## src/rtl/memory_pkg.sv

```systemverilog
// Shared card-array types and picker state encoding
// for the memory game datapath.
package memory_pkg;

  localparam int N_CARDS = 16;
  localparam int CARD_W  = 5;
  localparam int IDX_W   = $clog2(N_CARDS);

  localparam logic [1:0] CARD_HIDDEN  = 2'b00;
  localparam logic [1:0] CARD_SHOWN   = 2'b01;
  localparam logic [1:0] CARD_MATCHED = 2'b10;

  typedef struct packed {
    logic [1:0] status;
    logic [2:0] pair_id;
  } card_t;

  typedef enum logic [3:0] {
    ST_IDLE,
    ST_PICK1,
    ST_WAIT1,
    ST_PICK2,
    ST_WAIT2,
    ST_COMPARE,
    ST_RES_A,
    ST_RES_B,
    ST_UNDO
  } picker_state_e;

endpackage

```

## src/rtl/btn_edge.sv

```systemverilog
// Rising-edge detector for a synchronised button level;
// a held button yields a single event.
module btn_edge (
  input  logic clk,
  input  logic rst,
  input  logic btn,
  output logic rise
);

  logic prev_q;
  logic prev_d;

  always_comb begin
    prev_d = btn;
    rise   = btn & ~prev_q;
  end

  always_ff @(posedge clk) begin
    if (rst) prev_q <= 1'b0;
    else     prev_q <= prev_d;
  end

endmodule

```

## src/rtl/card_picker.sv

```systemverilog
// Player-input stage: cursor movement, two-card pick,
// pair compare and status-update requests to the array owner.
module card_picker
  import memory_pkg::*;
(
  input  logic              clk,
  input  logic              rst,
  input  logic              enable,
  input  logic              timeout,
  input  logic              btn_izq,
  input  logic              btn_der,
  input  logic              btn_sel,
  input  logic [CARD_W-1:0] arr_cards [N_CARDS],
  input  logic              upd_ready,
  output logic              upd_valid,
  output logic [IDX_W-1:0]  upd_idx,
  output logic [1:0]        upd_status,
  output logic [IDX_W-1:0]  cursor,
  output logic [1:0]        sel_count,
  output logic              card_chosen,
  output logic              result_valid,
  output logic              result_match
);

  picker_state_e state_q, state_d;
  logic [IDX_W-1:0] cursor_q, cursor_d;
  logic [IDX_W-1:0] first_q, first_d;
  logic [IDX_W-1:0] second_q, second_d;
  logic [1:0] cnt_q, cnt_d;
  logic match_q, match_d;

  logic izq_e, der_e, sel_e;
  logic cur_hidden, ids_eq, in_pick;

  btn_edge u_izq (.clk(clk), .rst(rst), .btn(btn_izq), .rise(izq_e));
  btn_edge u_der (.clk(clk), .rst(rst), .btn(btn_der), .rise(der_e));
  btn_edge u_sel (.clk(clk), .rst(rst), .btn(btn_sel), .rise(sel_e));

  always_comb begin
    state_d  = state_q;
    cursor_d = cursor_q;
    first_d  = first_q;
    second_d = second_q;
    cnt_d    = cnt_q;
    match_d  = match_q;

    upd_valid    = 1'b0;
    upd_idx      = '0;
    upd_status   = CARD_HIDDEN;
    card_chosen  = 1'b0;
    result_valid = 1'b0;
    result_match = 1'b0;

    cur_hidden = (arr_cards[cursor_q][4:3] == CARD_HIDDEN);
    ids_eq     = (arr_cards[first_q][2:0] == arr_cards[second_q][2:0]);
    in_pick    = (state_q == ST_PICK1) || (state_q == ST_PICK2);

    // selection below uses cursor_q, so a same-cycle move lands afterwards
    if (in_pick) begin
      if (izq_e && !der_e)      cursor_d = cursor_q - IDX_W'(1);
      else if (der_e && !izq_e) cursor_d = cursor_q + IDX_W'(1);
    end

    unique case (state_q)
      ST_IDLE: begin
        if (enable) state_d = (cnt_q == 2'd0) ? ST_PICK1 : ST_PICK2;
      end
      ST_PICK1: begin
        if (!enable) begin
          state_d = ST_IDLE;
        end else if (!timeout && sel_e && cur_hidden) begin
          first_d = cursor_q;
          state_d = ST_WAIT1;
        end
      end
      ST_WAIT1: begin
        upd_valid  = 1'b1;
        upd_idx    = first_q;
        upd_status = CARD_SHOWN;
        if (upd_ready) begin
          card_chosen = 1'b1;
          cnt_d       = 2'd1;
          state_d     = enable ? ST_PICK2 : ST_IDLE;
        end
      end
      ST_PICK2: begin
        if (!enable) begin
          state_d = ST_IDLE;
        end else if (timeout) begin
          state_d = ST_UNDO;
        end else if (sel_e && cur_hidden && cursor_q != first_q) begin
          second_d = cursor_q;
          state_d  = ST_WAIT2;
        end
      end
      ST_WAIT2: begin
        upd_valid  = 1'b1;
        upd_idx    = second_q;
        upd_status = CARD_SHOWN;
        if (upd_ready) begin
          card_chosen = 1'b1;
          cnt_d       = 2'd2;
          state_d     = ST_COMPARE;
        end
      end
      ST_COMPARE: begin
        result_valid = 1'b1;
        result_match = ids_eq;
        match_d      = ids_eq;
        state_d      = ST_RES_A;
      end
      ST_RES_A: begin
        upd_valid  = 1'b1;
        upd_idx    = first_q;
        upd_status = match_q ? CARD_MATCHED : CARD_HIDDEN;
        if (upd_ready) state_d = ST_RES_B;
      end
      ST_RES_B: begin
        upd_valid  = 1'b1;
        upd_idx    = second_q;
        upd_status = match_q ? CARD_MATCHED : CARD_HIDDEN;
        if (upd_ready) begin
          cnt_d   = 2'd0;
          state_d = enable ? ST_PICK1 : ST_IDLE;
        end
      end
      ST_UNDO: begin
        upd_valid  = 1'b1;
        upd_idx    = first_q;
        upd_status = CARD_HIDDEN;
        if (upd_ready) begin
          cnt_d   = 2'd0;
          state_d = enable ? ST_PICK1 : ST_IDLE;
        end
      end
      default: state_d = ST_IDLE;
    endcase

    cursor    = cursor_q;
    sel_count = cnt_q;
  end

  always_ff @(posedge clk) begin
    if (rst) begin
      state_q  <= ST_IDLE;
      cursor_q <= '0;
      first_q  <= '0;
      second_q <= '0;
      cnt_q    <= '0;
      match_q  <= 1'b0;
    end else begin
      state_q  <= state_d;
      cursor_q <= cursor_d;
      first_q  <= first_d;
      second_q <= second_d;
      cnt_q    <= cnt_d;
      match_q  <= match_d;
    end
  end

endmodule

```

## config.mk

```make
export PLATFORM = sky130hd
export DESIGN_NAME = card_picker
export DESIGN_NICKNAME = d
export VERILOG_FILES = /design/src/rtl/memory_pkg.sv /design/src/rtl/btn_edge.sv /design/src/rtl/card_picker.sv
export SDC_FILE = /design/constraint.sdc
export NUM_CORES = 1
export LEC_CHECK = 0
export ABC_CLOCK_PERIOD_IN_PS = 2200
export CORE_ASPECT_RATIO = 0.6
export CORE_MARGIN = 2
export CORE_UTILIZATION = 39
export DETAILED_ROUTE_END_ITERATION = 6
export HOLD_SLACK_MARGIN = 0.12
export PLACE_DENSITY = 0.78
export SLEW_MARGIN = 20
export SYNTH_ARGS = -nofsm -noshare
export SYNTH_HDL_FRONTEND = slang
export SYNTH_SLANG_ARGS = --single-unit
export TNS_END_PERCENT = 10
```

## constraint.sdc

```tcl
create_clock -name clk -period 2.2 [get_ports clk]
set_input_delay 0.33 -clock clk [delete_from_list [all_inputs] [get_ports clk]]
set_output_delay 0.33 -clock clk [all_outputs]
set_load 0.01 [all_outputs]
```

==> parameters.txt, run 1 <==
Parameter                              Value

STA
  Final-report setup violation count ... 2
  Worst-Margin Slew ... about 540 ps
  Final worst-path cycle share ... 122%
  Hold Violations, Final ... 0
  Post-route worst hold slack ... ~510 ps
  Worst clock skew ... 6.37 ps
  Unrepaired setup endpoints after global routing ... true
  Minimum clock period after layout ... around 2700 ps
  Worst path setup slack after routing ... -480 ps
  Upper clock frequency limit ... 373 MHz
  Pins over their slew limit ... 0
  Worst slew margin relative to its limit ... between 60 and 70%

Clocking
  Num CTS Buffers ... 3
  Reg clk slew, reported paths ... 90 ps
  Clock latency reported for the late side of the worst-skew pair ... 270 ps
  TritonCTS Sinks ... 22
  Buffer type at the clock tree root ... clkbuf_8
  Clock tree from TritonCTS ... yes
  H-Tree Level Count ... 1
  Largest buffer count on any clock path ... 2

Synthesis
  Dominant cell type by area after synthesis ... mux4_2
  Post-synthesis net count ... about 340
  Number of warnings printed during yosys synthesis ... 0
  Top cell types by occurrence after synthesis ... nor2_1, mux4_2, dfxtp_1
  Syn avg cell area ... about 9.4 um^2
  Post-synth ARST share ... 0%
  Area fraction of the dominant cell type after synthesis ... 23.0%
  Synthesized area ... 2350 um^2
  Seq cells post-synth ... 22
  Cells after Synth ... around 250
  Most frequently used flop master after synthesis ... dfxtp_1
  Library cell with the highest instance count after synthesis ... nor2_1
  Seq/Total Area, Yosys ... 18.8%
  Dominant cells by area after synthesis ... mux4_2, dfxtp_1, nor2_1
  Number of synthesized flops with an enable pin ... 0
  Synth unique cells ... 53

Detailed routing
  Total routed wirelength ... slightly above 8000 um
  Residual DRC count ... 0
  Number of violations reported at the end of detailed-routing iteration 0 ... between 150 and 200
  Antenna viol nets, final ... 0
  Routed vias ... about 2700
  First-pass detailed-route iteration total ... 4
  Mean routed wirelength per cell ... 16.9 um
  Detail-routed via count per cell ... 5.57

Setup path
  Arr. time, crit path ... around 2400 ps
  Chain of cells forming the critical path ... buf_12, mux4_2, a22o_1, a221oi_2, xnor2_1, nand2_1, nor3_2, buf_2
  Launching element of the worst setup path ... second_q[0]
  Startpoint type of the worst setup path ... flop
  Data required time of the worst path ... ~1900 ps
  Setup CP Type ... reg2out
  Worst path max stage delay ... ~500 ps
  WP buf/inv ... 2
  Cell family contributing the most delay on the critical path ... multiplexers
  Worst r2r src ... second_q[0]
  Cell with the largest stage delay on the worst path ... mux4_2
  Kind of capture point of the worst setup path ... primary output
  Maximum fanout along the worst path ... 10

GRT
  Pin count of the biggest net entering global routing ... 13
  Global route total overflow ... 0
  First-pass GRT wire length ... around 13000 um
  Total global-route track usage ... 24.0%
  Via count of the first global-routing pass ... between 2000 and 3000
  Number of antenna violations at the first check in global routing ... 0

Pwr
  Leakage component of the power ... between 1.5 and 2 nW
  VDD IR-drop max ... roughly 360 uV
  Power density relative to cell area ... around 530 nW/um^2

Job
  # Max-Cap Violations ... 0

Status
  Outcome ... finished with violations
  Violated checks ... negative setup slack

Placement
  Total half-perimeter wirelength after legalization and detailed placement ... ~7000 um
  Port Buffers ... 103
  GP Congestion ... approximately 0.90

Floorplan
  Die width ... 104 um
  Initial core utilization ... between 40% and 50%
  Die Y ... between 60 and 70 um
  Die footprint ... approximately 6700 um^2
  Number of cell rows ... 21
  Count of pins on the block boundary ... between 100 and 150
  Std-Cell Core Area ... 5700 um^2

Cells and area
  Nets ... 491
  Fraction of the core area covered by cells at the end of the flow ... between 60 and 70%
  Count of inserted antenna diode cells ... 0
  Number of inserted filler cells in the final layout ... ~450
  Share of post-route cells with drive strength above 1 ... about 28%
  Layout area overhead ... 69.6%

Min path
  Hold Crit Start ... match_q
  Hold/Removal Path Class ... reg2reg
[worst reg2reg max path, cell delays in order (launching register included)]
cell,delay (ps)
dfxtp_2,360
buf_12,140
mux4_2,510
a22o_1,250
a221oi_2,210
xnor2_1,140
nand2_1,130
buf_4,160
buf_4,120
buf_4,110
buf_4,120
buf_4,120
o41ai_2,210
[power by group]
part	internal, W	total [W]	switching [W]
combinational	0.000690	0.00126	0.000573
sequential	0.000451	0.000529	0.0000781
clock	0.000160	0.000300	0.000140
[sequential cells by signal (all words and copies together) (netlist names)]
signal / count
cursor: 4
first_q: 4
second_q: 4
state_q: 4
sel_count: 2
match_q: 1
u_der.prev_q: 1
u_izq.prev_q: 1
u_sel.prev_q: 1
[what timing repair did]
| item | in CTS | in global routing |
|---|---|---|
| endpoints found under the hold margin | 0 | 0 |
| buffers inserted | 7 | 0 |
| cloned | 0 | 0 |
| pin swaps | 6 | 0 |
| gates resized for setup | 14 | 7 |
| hold buffers | 0 | 0 |
| setup endpoints to repair | 7 | 9 |
[metrics by stage]
step	instances	total power, W	worst slack, ps	setup TNS, ps	area [um^2]
2_1_floorplan	249	0.00118	-25.8	-25.8	2370
3_3_place_gp	467	0.00170	-867	-1440	3830
3_5_place_dp	467	0.00174	-926	-2380	3830
4_1_cts	478	0.00206	-463	-924	3950
5_1_grt	478	0.00220	-595	-1320	3980
6_report	478	0.00209	-480	-953	3980
[routing by layer]
metal / vias to the layer above / part of all wire, % / global-route usage, %
met5: - / 0 / 0
met4: 0 / 0.26 / 2.36
met3: 5 / 9.0 / 7.24
met2: 116 / 44 / 37.8
met1: 1275 / 47 / 33.8
li1: 1267 / - / -
[layout by cell type (no fill, tap or decap), drive strengths merged, types with 2 or more instances in the layout]
master | synthesis | routed
ha | 3 | 3
dlygate4sd2 | 0 | 4
nor2b | 11 | 11
buf | 13 | 62
nand3 | 4 | 4
nand4 | 4 | 4
and4b | 2 | 2
nand2 | 8 | 8
nor2 | 31 | 31
nand4b | 2 | 2
nor4b | 4 | 4
o311ai | 2 | 2
clkdlybuf4s50 | 0 | 97
dfxtp | 22 | 22
a21oi | 7 | 7
xnor2 | 7 | 7
a22o | 6 | 6
inv | 8 | 8
and2 | 5 | 5
xor2 | 6 | 6
o21ai | 12 | 12
nor3 | 11 | 11
clkbuf | 6 | 4
a22oi | 4 | 4
a221oi | 6 | 6
a211oi | 2 | 2
a32oi | 3 | 3
o221a | 2 | 2
mux4 | 24 | 24
nand2b | 4 | 4
nor3b | 4 | 4
nand3b | 2 | 2
mux2i | 9 | 9
[logic make-up after synthesis]
family          count (synthesis)  share of synthesized area [%]
buf+inv                        27                           6.07
flops                          22                           18.8
fa+ha+maj                       4                           2.45
xor+xnor                       13                           4.85
simple gates                   97                           23.3
compound gates                 52                           17.0
mux                            34                           27.5
[worst paths after layout]
check	end	slack [ps]	depth (start not counted)
max	result_match	-480	8
min reg2reg	match_q	510	2
max reg2reg	match_q	-470	12
min	match_q	510	2
[area by class of cell]
class	instances	area (um^2)	area share (%)
flip-flops and latches	22	447	11.2
repair buffers	164	1530	38.5
well taps	80	100	2.51
multi-input cells	200	1820	45.7
clock buffers	4	55.1	1.38
inverters	8	30.0	0.754
(Power assumes the default switching activity.)
==> run 2: changes to the inputs <==
--- a/config.mk
+++ b/config.mk
@@ -6,13 +6,13 @@
 export NUM_CORES = 1
 export LEC_CHECK = 0
 export ABC_CLOCK_PERIOD_IN_PS = 2200
-export CORE_ASPECT_RATIO = 0.6
+export CORE_ASPECT_RATIO = 1.25
 export CORE_MARGIN = 2
 export CORE_UTILIZATION = 39
 export DETAILED_ROUTE_END_ITERATION = 6
 export HOLD_SLACK_MARGIN = 0.12
 export PLACE_DENSITY = 0.78
-export SLEW_MARGIN = 20
+export SLEW_MARGIN = 15
 export SYNTH_ARGS = -nofsm -noshare
 export SYNTH_HDL_FRONTEND = slang
 export SYNTH_SLANG_ARGS = --single-unit
==> run 2 against run 1 <==
  * The run still ends with negative setup slack left
  * Global-route usage grew 0.30 points
  * Clock power grew 26%
  * Sequential power shrank 1%
  * Register-to-register slack gained 420 ps
  * Cell count shrank 4.4%
  * Non-clock buffer count shrank 7
  * Maximum frequency grew 1.8%
  * Die area shrank 0.25%
  * Flip-flop and latch count is the same
  * Sequential share of layout area grew 0.22 points
  * Critical path depth grew 1
==> parameters.txt, run 2 (synthesis gave the netlist of run 1 again) <==
Parameter                              Value

Min path
  Worst hold path stage count ... 2 (unchanged)
  WHS Endpoint ... match_q
  Hold Crit Start ... match_q
  Hold/Removal Path Class ... reg2reg

STA
  Final-report setup violation count ... 2 (unchanged)
  Final worst-path cycle share ... 120% (-2.2 points)
  Worst path setup slack after routing ... -433 ps (+47.7 ps)
  Upper clock frequency limit ... 380 MHz (+1.8%)
  Worst clock skew ... 5.23 ps (-1.15 ps)
  Minimum clock period after layout ... 2630 ps (-47.7 ps)
  Worst slew margin relative to its limit ... 67.7% (+3.8 points)
  Worst-Margin Slew ... 480 ps (-59.6 ps)
  Pins over their slew limit ... 0 (unchanged)
  Unrepaired setup endpoints after global routing ... true
  Hold Violations, Final ... 0 (unchanged)

Detailed routing
  Antenna viol nets, final ... 0 (unchanged)
  Routed vias ... 2584 (-3.0%)
  Mean routed wirelength per cell ... 16.8 um (-0.65%)
  Detail-routed via count per cell ... 5.65 (+1.5%)
  Residual DRC count ... 0 (unchanged)
  First-pass detailed-route iteration total ... 4 (unchanged)
  Number of violations reported at the end of detailed-routing iteration 0 ... 174 (-11%)
  Total routed wirelength ... 7680 um (-5.0%)

Clocking
  Clock tree from TritonCTS ... yes
  Buffer type at the clock tree root ... clkbuf_8
  Num CTS Buffers ... 3 (unchanged)
  Hold-fix buffers, CTS ... 0 (unchanged)
  Largest buffer count on any clock path ... 2 (unchanged)
  Reg clk slew, reported paths ... 80 ps (about the same)
  Clock latency reported for the late side of the worst-skew pair ... 260 ps (about the same)
  TritonCTS Sinks ... 22 (unchanged)
  H-Tree Level Count ... 1 (unchanged)

Cells and area
  Nets ... 484 (-1.4%)
  Layout area overhead ... 67.7%
  Number of inserted filler cells in the final layout ... 460 (+1.5%)
  Most common cell after layout, fill and taps aside ... clkdlybuf4s50_1
  Count of inserted antenna diode cells ... 0 (unchanged)
  Post-route standard cell area excluding fillers ... 3940 um^2 (-1.1%)
  Final non-filler cell total ... 457 (-4.4%)
  Fraction of the core area covered by cells at the end of the flow ... 67.7% (-2.1 points)
  Share of post-route cells with drive strength above 1 ... 26.9% (-1.3 points)
  Leading cell types in the layout, fill and taps excluded ... clkdlybuf4s50_1, buf_4, nor2_1

Floorplan
  Die Y ... 90.8 um (+42%)
  Number of cell rows ... 31 (+48%)
  Die footprint ... 6660 um^2 (-0.25%)
  Std-Cell Core Area ... 5820 um^2 (+2.0%)
  Count of pins on the block boundary ... 104 (unchanged)
  Die width ... 73.4 um (-30%)
  Initial core utilization ... 40.4% (-0.82 points)

Setup path
  Worst path max stage delay ... 490 ps (about the same)
  Reg2Reg Setup Slack ... -50 ps (+420 ps)
  Startpoint type of the worst setup path ... flop
  Launching element of the worst setup path ... second_q[0]
  FF-to-FF path depth ... 9 (-3)
  Maximum fanout along the worst path ... 7 (-3)
  Chain of cells forming the critical path ... buf_12, buf_4, mux4_2, a22o_1, a221oi_2, xnor2_1, nand2_1, nor3_2, buf_2
  Setup CP Type ... reg2out
  Worst r2r dst ... match_q
  Data required time of the worst path ... 1870 ps (about the same)
  Arr. time, crit path ... 2300 ps (-50 ps)
  Kind of capture point of the worst setup path ... primary output
  Cell with the largest stage delay on the worst path ... mux4_2
  Worst r2r src ... second_q[0]

Placement
  Total half-perimeter wirelength after legalization and detailed placement ... 6300 um (-7.3%)
  Placed cells ... 449 (-3.9%)
  Area after DPL ... 3790 um^2 (-1.2%)
  Pre-CTS setup slack ... -862 ps (+63.4 ps)
  GP Congestion ... 0.856 (-4.4%)
  Port Buffers ... 103 (unchanged)

Pwr
  Internal power summed over all cells ... 0.00137 W (+5.3%)
  Switching part of the total power ... 35.3% (-2.5 points)
  Sw Pwr ... 0.000748 W (-5.4%)
  Proportion of power drawn by flip-flops and latches ... 24.6% (-0.7 points)
  Part of the total power dissipated in the clock network ... 17.8% (+3.5 points)
  VDD IR-drop max ... 361 uV (-0.25%)
  Power density relative to cell area ... 538 nW/um^2 (+2.4%)
  Leakage component of the power ... 1.59 nW (-1.4%)
  Part of the power in combinational logic ... 57.6% (-2.8 points)

Job
  # Max-Cap Violations ... 0 (unchanged)

GRT
  Global route total overflow ... 0 (unchanged)
  Routing usage on met2 ... 45.7% (+7.9 points)
  Met3 GRT Util ... 1.90% (-5.3 points)
  First-pass GRT wire length ... 12900 um (+1.1%)
  Total global-route track usage ... 24.3% (+0.30 points)
  Via count of the first global-routing pass ... 2717 (+3.2%)
  GR met1 Demand/Resource ... 28.4% (-5.3 points)
  Pin count of the biggest net entering global routing ... 14 (+1)
  Number of antenna violations at the first check in global routing ... 0 (unchanged)
  Most Crowded Layer GR ... met2

Status
  Outcome ... finished with violations
  Violated checks ... negative setup slack
## run 2: what timing repair did
item	CTS	global route
gates resized for setup	17	5
endpoints found under the hold margin	0	0
pin swaps	9	3
gates cloned	1	0
buffers inserted	2	1
setup endpoints to repair	6	12
## run 2: critical path: cells and delay by family, from the launching register on
| kind | cells | cell delay [ps] |
|---|---|---|
| compound gates | 2 | 400 |
| xor+xnor | 1 | 150 |
| buf+inv | 3 | 380 |
| flops | 1 | 360 |
| mux | 1 | 490 |
| simple gates | 2 | 250 |
## run 2: stage by stage
step	power (W)	hold WS [ps]	setup TNS, ps
final	0.00212	486	-481
after global routing	0.00227	529	-754
after floorplan	0.00118	432	-25.8
after global placement	0.00169	445	-1350
after CTS	0.00212	491	-362
after detailed placement	0.00173	464	-1760
## run 2: worst max path at each step
stage / end
floorplan: result_match
global placement: result_match
detailed placement: result_match
CTS: result_match
global route: result_match
finish: result_match
## run 2: metal layers
metal / routed length [um] / part of all wire [%]
met5: 0 / 0
met4: 161 / 2.1
met3: 282 / 3.7
met2: 4390 / 57
met1: 2840 / 37
## run 2: power groups by stage
stage	logic [W]	registers [W]	clock network, W
detailed placement	0.00120	0.000525	0
finish	0.00122	0.000522	0.000377
floorplan	0.000676	0.000506	0
CTS	0.00122	0.000515	0.000383
global route	0.00133	0.000534	0.000405
global placement	0.00117	0.000522	0
## run 2: layout make-up
class,instances,area (um^2),share of cell area (%)
clock buffers,3,41.3,1.05
multi-input cells,200,1810,45.8
flip-flops and latches,22,450,11.4
well taps,66,82.6,2.10
clock inverters,1,30.0,0.762
inverters,8,30.0,0.762
repair buffers,157,1500,38.1
==> run 3: changes to the inputs <==
--- a/config.mk
+++ b/config.mk
@@ -6,6 +6,7 @@
 export NUM_CORES = 1
 export LEC_CHECK = 0
 export ABC_CLOCK_PERIOD_IN_PS = 2200
+export CAP_MARGIN = 25
 export CORE_ASPECT_RATIO = 1.25
 export CORE_MARGIN = 2
 export CORE_UTILIZATION = 39
==> results of run 3 <==
The final DEF is identical to that of run 2; final timing and power are the same.
